**src/rtl/pipe_stage_skid_reg.sv**
```systemverilog
// ---------------------------------------------------------------------------
// pipe_stage_skid_reg
//
// One pipeline stage register with a skid entry. The downstream interface
// is fully registered, so the stage can run at one entry per cycle without
// a combinational ready path between neighbouring stages.
//
// Handshake: a transfer happens on a rising edge when valid and ready are
// both high in that cycle. Upstream: accept = InValid & InReady.
// Downstream: issue = OutValid & OutReady. A valid entry, once presented,
// keeps its payload stable until it is issued. Ready never depends
// combinationally on valid on the same side.
//
// Entries:
//   MAIN - drives OutValid/OutData/OutCtrl.
//   SKID - catches the entry accepted in the cycle MAIN stalls.
//
// Ports:
//   Clk       clock, rising edge
//   Rst       synchronous active-high reset (highest priority)
//   Flush     synchronous kill of all held entries
//   InValid   upstream entry present
//   InReady   stage can accept this cycle (= !Rst & !SKID.valid)
//   InData    upstream data payload   [DATA_W]
//   InCtrl    upstream control payload [CTRL_W]
//   OutValid  MAIN holds a live entry
//   OutReady  downstream accepts (low = stall)
//   OutData   registered data payload [DATA_W]
//   OutCtrl   registered control payload [CTRL_W]
//   Count     occupancy 0..2; this is also the FSM state encoding
// ---------------------------------------------------------------------------
module pipe_stage_skid_reg #(
   parameter int DATA_W     = 32,
   parameter int CTRL_W     = 32,
   parameter bit CLEAR_DATA = 1'b1
) (
   input  logic              Clk,
   input  logic              Rst,
   input  logic              Flush,
   input  logic              InValid,
   output logic              InReady,
   input  logic [DATA_W-1:0] InData,
   input  logic [CTRL_W-1:0] InCtrl,
   output logic              OutValid,
   input  logic              OutReady,
   output logic [DATA_W-1:0] OutData,
   output logic [CTRL_W-1:0] OutCtrl,
   output logic [1:0]        Count
);

   // State values equal the occupancy so Count can expose the state directly.
   typedef enum logic [1:0] {
      EMPTY = 2'd0,
      ONE   = 2'd1,
      FULL  = 2'd2
   } stateT;

   stateT state;
   stateT nextState;

   logic              mainValid;
   logic [DATA_W-1:0] mainData;
   logic [CTRL_W-1:0] mainCtrl;
   logic              skidValid;
   logic [DATA_W-1:0] skidData;
   logic [CTRL_W-1:0] skidCtrl;

   logic accept;
   logic issue;

   // Datapath load controls decoded from the state.
   logic loadMainIn;
   logic loadMainSkid;
   logic loadSkidIn;
   logic dropMain;
   logic dropSkid;

   // InReady only looks at the SKID register (and Rst), never at OutReady.
   assign InReady = !Rst && !skidValid;
   assign accept  = InValid && InReady;
   assign issue   = mainValid && OutReady;

   assign OutValid = mainValid;
   assign OutData  = mainData;
   assign OutCtrl  = mainCtrl;
   assign Count    = state;

   // ---------------------------------------------------------------- state
   always_ff @(posedge Clk) begin
      if (Rst) begin
         state <= EMPTY;
      end else begin
         state <= nextState;
      end
   end

   // ----------------------------------------------------------- next state
   always_comb begin
      nextState = state;
      if (Flush) begin
         nextState = EMPTY;
      end else begin
         case (state)
            EMPTY: if (accept) nextState = ONE;
            ONE: begin
               if (accept && !issue) begin
                  nextState = FULL;
               end else if (issue && !accept) begin
                  nextState = EMPTY;
               end
            end
            FULL: if (issue) nextState = ONE;
            default: nextState = EMPTY;
         endcase
      end
   end

   // -------------------------------------------------------------- outputs
   // Load/drop strobes for the entry registers. A flush overrides them all.
   always_comb begin
      loadMainIn   = 1'b0;
      loadMainSkid = 1'b0;
      loadSkidIn   = 1'b0;
      dropMain     = 1'b0;
      dropSkid     = 1'b0;
      if (!Flush) begin
         case (state)
            EMPTY: loadMainIn = accept;
            ONE: begin
               loadMainIn = accept && issue;
               loadSkidIn = accept && !issue;
               dropMain   = issue && !accept;
            end
            FULL: begin
               // accept cannot happen here: InReady is low while SKID is valid
               loadMainSkid = issue;
               dropSkid     = issue;
            end
            default: ;
         endcase
      end
   end

   // ------------------------------------------------------------- datapath
   // Whenever a valid bit drops, its ctrl field is zeroed as well so a bubble
   // can never assert a control signal further down the pipe.
   always_ff @(posedge Clk) begin
      if (Rst) begin
         mainValid <= 1'b0;
         mainData  <= '0;
         mainCtrl  <= '0;
         skidValid <= 1'b0;
         skidData  <= '0;
         skidCtrl  <= '0;
      end else if (Flush) begin
         mainValid <= 1'b0;
         mainCtrl  <= '0;
         skidValid <= 1'b0;
         skidCtrl  <= '0;
         if (CLEAR_DATA) begin
            mainData <= '0;
            skidData <= '0;
         end
      end else begin
         if (loadMainIn) begin
            mainValid <= 1'b1;
            mainData  <= InData;
            mainCtrl  <= InCtrl;
         end else if (loadMainSkid) begin
            mainValid <= skidValid;
            mainData  <= skidData;
            mainCtrl  <= skidCtrl;
         end else if (dropMain) begin
            mainValid <= 1'b0;
            mainCtrl  <= '0;
         end

         if (loadSkidIn) begin
            skidValid <= 1'b1;
            skidData  <= InData;
            skidCtrl  <= InCtrl;
         end else if (dropSkid) begin
            skidValid <= 1'b0;
            skidCtrl  <= '0;
         end
      end
   end

endmodule
```
**config.mk**
```make
export PLATFORM = sky130hd
export DESIGN_NAME = pipe_stage_skid_reg
export DESIGN_NICKNAME = d
export VERILOG_FILES = /design/src/rtl/pipe_stage_skid_reg.sv
export SDC_FILE = /design/constraint.sdc
export NUM_CORES = 1
export LEC_CHECK = 0
export BUFFER_PORTS_ARGS = -buffer_cell sky130_fd_sc_hd__buf_2
export CORE_MARGIN = 5
export CORE_UTILIZATION = 47
export DETAILED_ROUTE_END_ITERATION = 8
export HOLD_SLACK_MARGIN = 0.05
export PLACE_DENSITY = 0.76
export SETUP_SLACK_MARGIN = 0.5
export SLEW_MARGIN = 0
export SYNTH_ARGS = -nofsm -noshare
export SYNTH_HDL_FRONTEND = slang
export SYNTH_SLANG_ARGS = --single-unit
```
**constraint.sdc**
```tcl
create_clock -name Clk -period 1.85 [get_ports Clk]
set_input_delay 0.37 -clock Clk [delete_from_list [all_inputs] [get_ports Clk]]
set_output_delay 0.37 -clock Clk [all_outputs]
set_load 0.01 [all_outputs]
```
==> metrics.md <==
| Metric | Value |
|---|---|
| Status | finished with violations |
| Failing checks | setup timing |
| CTS tree | built |
| PortBufs | 136 |
| Largest net degree at the start of global routing | 101 |
| CORE AREA | 0.01042 mm^2 |
| WS Path Type | flop to flop |
| Vias in the first global route | 4814 |
| Top cell type's share of synthesized area | 52.41% |
| Sum Neg Setup Slack | -3633 ps |
| Grt ovf | 0 |
| Synth cell types | 29 |
| Die W | 113.6 um |
| Max-slew headroom | 68.01% |
| ANT cells | 0 |
| Peak VDD IR | 0.0008461 V |
| Starting Density | 48.41% |
| Share of cells above drive strength 1 | 51.41% |
| Global-route wire length before repair | 23490 um |
| Most common cell after layout, fill and taps aside | a21oi_1 |
| Least-Margin Pin Slew | 479.9 ps |
| Mean Syn Cell Area | 8.785 um^2 |
| Setup Viol. Count Final | 73 |
| Reg clk slew, reported paths | 60 ps |
| CP Max Fanout | 6 |
| RSZ-0062 raised after global routing | true |
| Vias | 5064 |
| Worst min-delay path class | input port to flop |
| WP data arrival | 2400 ps |
| Most frequent cells in the layout | a21oi_1, buf_6, buf_2 |
| Io pins | 137 |
| Std-Cell Rows | 37 |
| Max_cap viols | 0 |
| Top cells by area, synth | dfxtp_1, a21oi_1, a22oi_1 |
| Register area share after synthesis | 52.41% |
| Clock Tree Root | clkbuf_8 |
| Drt pass-1 iters | 5 |
| Antenna violations before repair | 2 |
| Worst Path Required | 2280 ps |
| Post-synth EDFFs | 0 |
| Setup ws final | -120.0 ps |
| Drt drc | 0 |
| Seq cells post-synth | 132 |
| Die height | 113.6 um |
| Layout Utilization | 76.25% |
| Initial DRC count | 325 |
| P_leak | 2.915 nW |
| Ys flop type | dfxtp_1 |
| Vias per inst | 5.735 |
| Total CTS buffers | 17 |
| Die area | 0.01290 mm^2 |
| Final hold violation count | 0 |
| CP Launch Type | flop |
| Fin crit period | 1970 ps |
| GP Congestion | 0.8066 |
| GRT Overall Usage | 22.63% |
| Clock Sinks | 132 |
| Tcrit/Tclk final | 106.5% |
| Clock latency on the worst-skew pair | 510 ps |
| Syn Inst Count | 574 |
| Fmax | 507.6 MHz |
| Total wire length | 16500 um |
| Fillers | 666 |
| Avg WL per Cell | 18.68 um |
| Nets | 809 |
| P&R area growth vs syn | 57.52% |
| PD cells | 798.0 mW/mm^2 |
| Register area | 0.002734 mm^2 |
| Clock skew | 5.602 ps |
| Yosys warns | 0 |
| Mapped Nets | 645 |
| Deepest clock path buffer count | 2 |
| Final Max Tran Viols | 0 |
| Multi-input gate area in the final layout | 0.002526 mm^2 |
| ANT nets after route | 0 |
| Post-synth ARST share | 0% |
| CTS Hold Bufs | 0 |
| Mapped cell area | 0.005042 mm^2 |
| DPL Wire Length | 8688 um |
| Critical Path Sink Type | flop |
| Largest area contributor in the synthesized netlist | dfxtp_1 |
| # H-tree levels | 4 |
flip-flops by register name, summed over array words and instances (netlist names):
signal     cells
skidData      32
OutData       32
skidCtrl      32
skidValid      1
OutValid       1
OutCtrl       32
Count          2
synthesized netlist by cell type, types with 2 or more instances:
cell and n:
a21oi_1 100, a22oi_1 64, buf_2 9, buf_4 3, buf_6 4, buf_8 3, clkbuf_1 33, dfxtp_1 132
ha_1 2, inv_1 2, nand2_1 99, nor2_1 41, o21ai_0 33, o2bb2ai_1 33, or2_2 2
what timing repair did:
item	4_1_cts	5_1_grt
hold endpoints to repair	0	0
buffers inserted	12	14
pin swaps	22	63
cloned	7	6
endpoints found under the setup margin	189	196
resized for setup	101	147
power by group:
group	total, W	internal [W]	switching (W)
sequential	0.00290	0.00288	0.0000231
combinational	0.000506	0.000247	0.000258
clock	0.00293	0.00180	0.00113
path summary, 6_finish.rpt:
path | startpoint | endpoint | slack (ps) | cells after the start
max | skidValid | OutData[28] | -120 | 9
min | InData[6] | skidData[6] | 110 | 3
max reg2reg | skidValid | OutData[28] | -120 | 9
min reg2reg | OutData[31] | OutData[31] | 450 | 2
area by class of cell:
class,instances,share of cell area (%)
tap,136,2.142
sequential,132,34.42
inverter,3,0.1733
multi-input combinational,387,31.81
clock buffer,21,5.655
timing repair buffer,197,25.05
clock inverter,7,0.7561
kinds of logic (layout without fill, tap and decap cells):
logic type,count (synthesis),in the layout,share of synthesized area (%)
buffers and inverters,55,228,5.831
AOI/OAI and AO/OA,234,234,29.13
DFF,132,132,52.41
adders and majority gates,2,2,0.4962
muxes,1,1,0.1985
and+or+nand+nor,150,150,11.94
metal layers:
metal	share of wire [%]	track usage, %	routed length (um)	vias up
met5	0.15	0	25	-
met4	2.3	10.90	373	4
met3	7.5	7.162	1245	40
met2	51	37.73	8481	218
met1	39	26.32	6372	2415
li1	-	-	-	2387
worst max-delay path, stage by stage (launching register included):
cell	delay [ps]
dfxtp_2	320
or3b_4	410
inv_4	80
buf_4	90
buf_4	120
and3_4	280
buf_12	130
bufbuf_16	250
a21oi_2	40
a21oi_2	150
metrics by stage:
step	setup slack, ps	std cells	area, um^2	hold slack [ps]	power [W]
after floorplan	12.34	574	5202	429.7	0.003148
after global placement	-167.2	816	5959	435.8	0.003308
after detailed placement	-220.8	816	5959	440.4	0.003316
after CTS	-90.35	863	7071	92.06	0.006278
after global routing	-209.9	883	7943	99.82	0.006539
final	-120.0	883	7943	110.2	0.006338
Power figures use the tool's default switching activity.
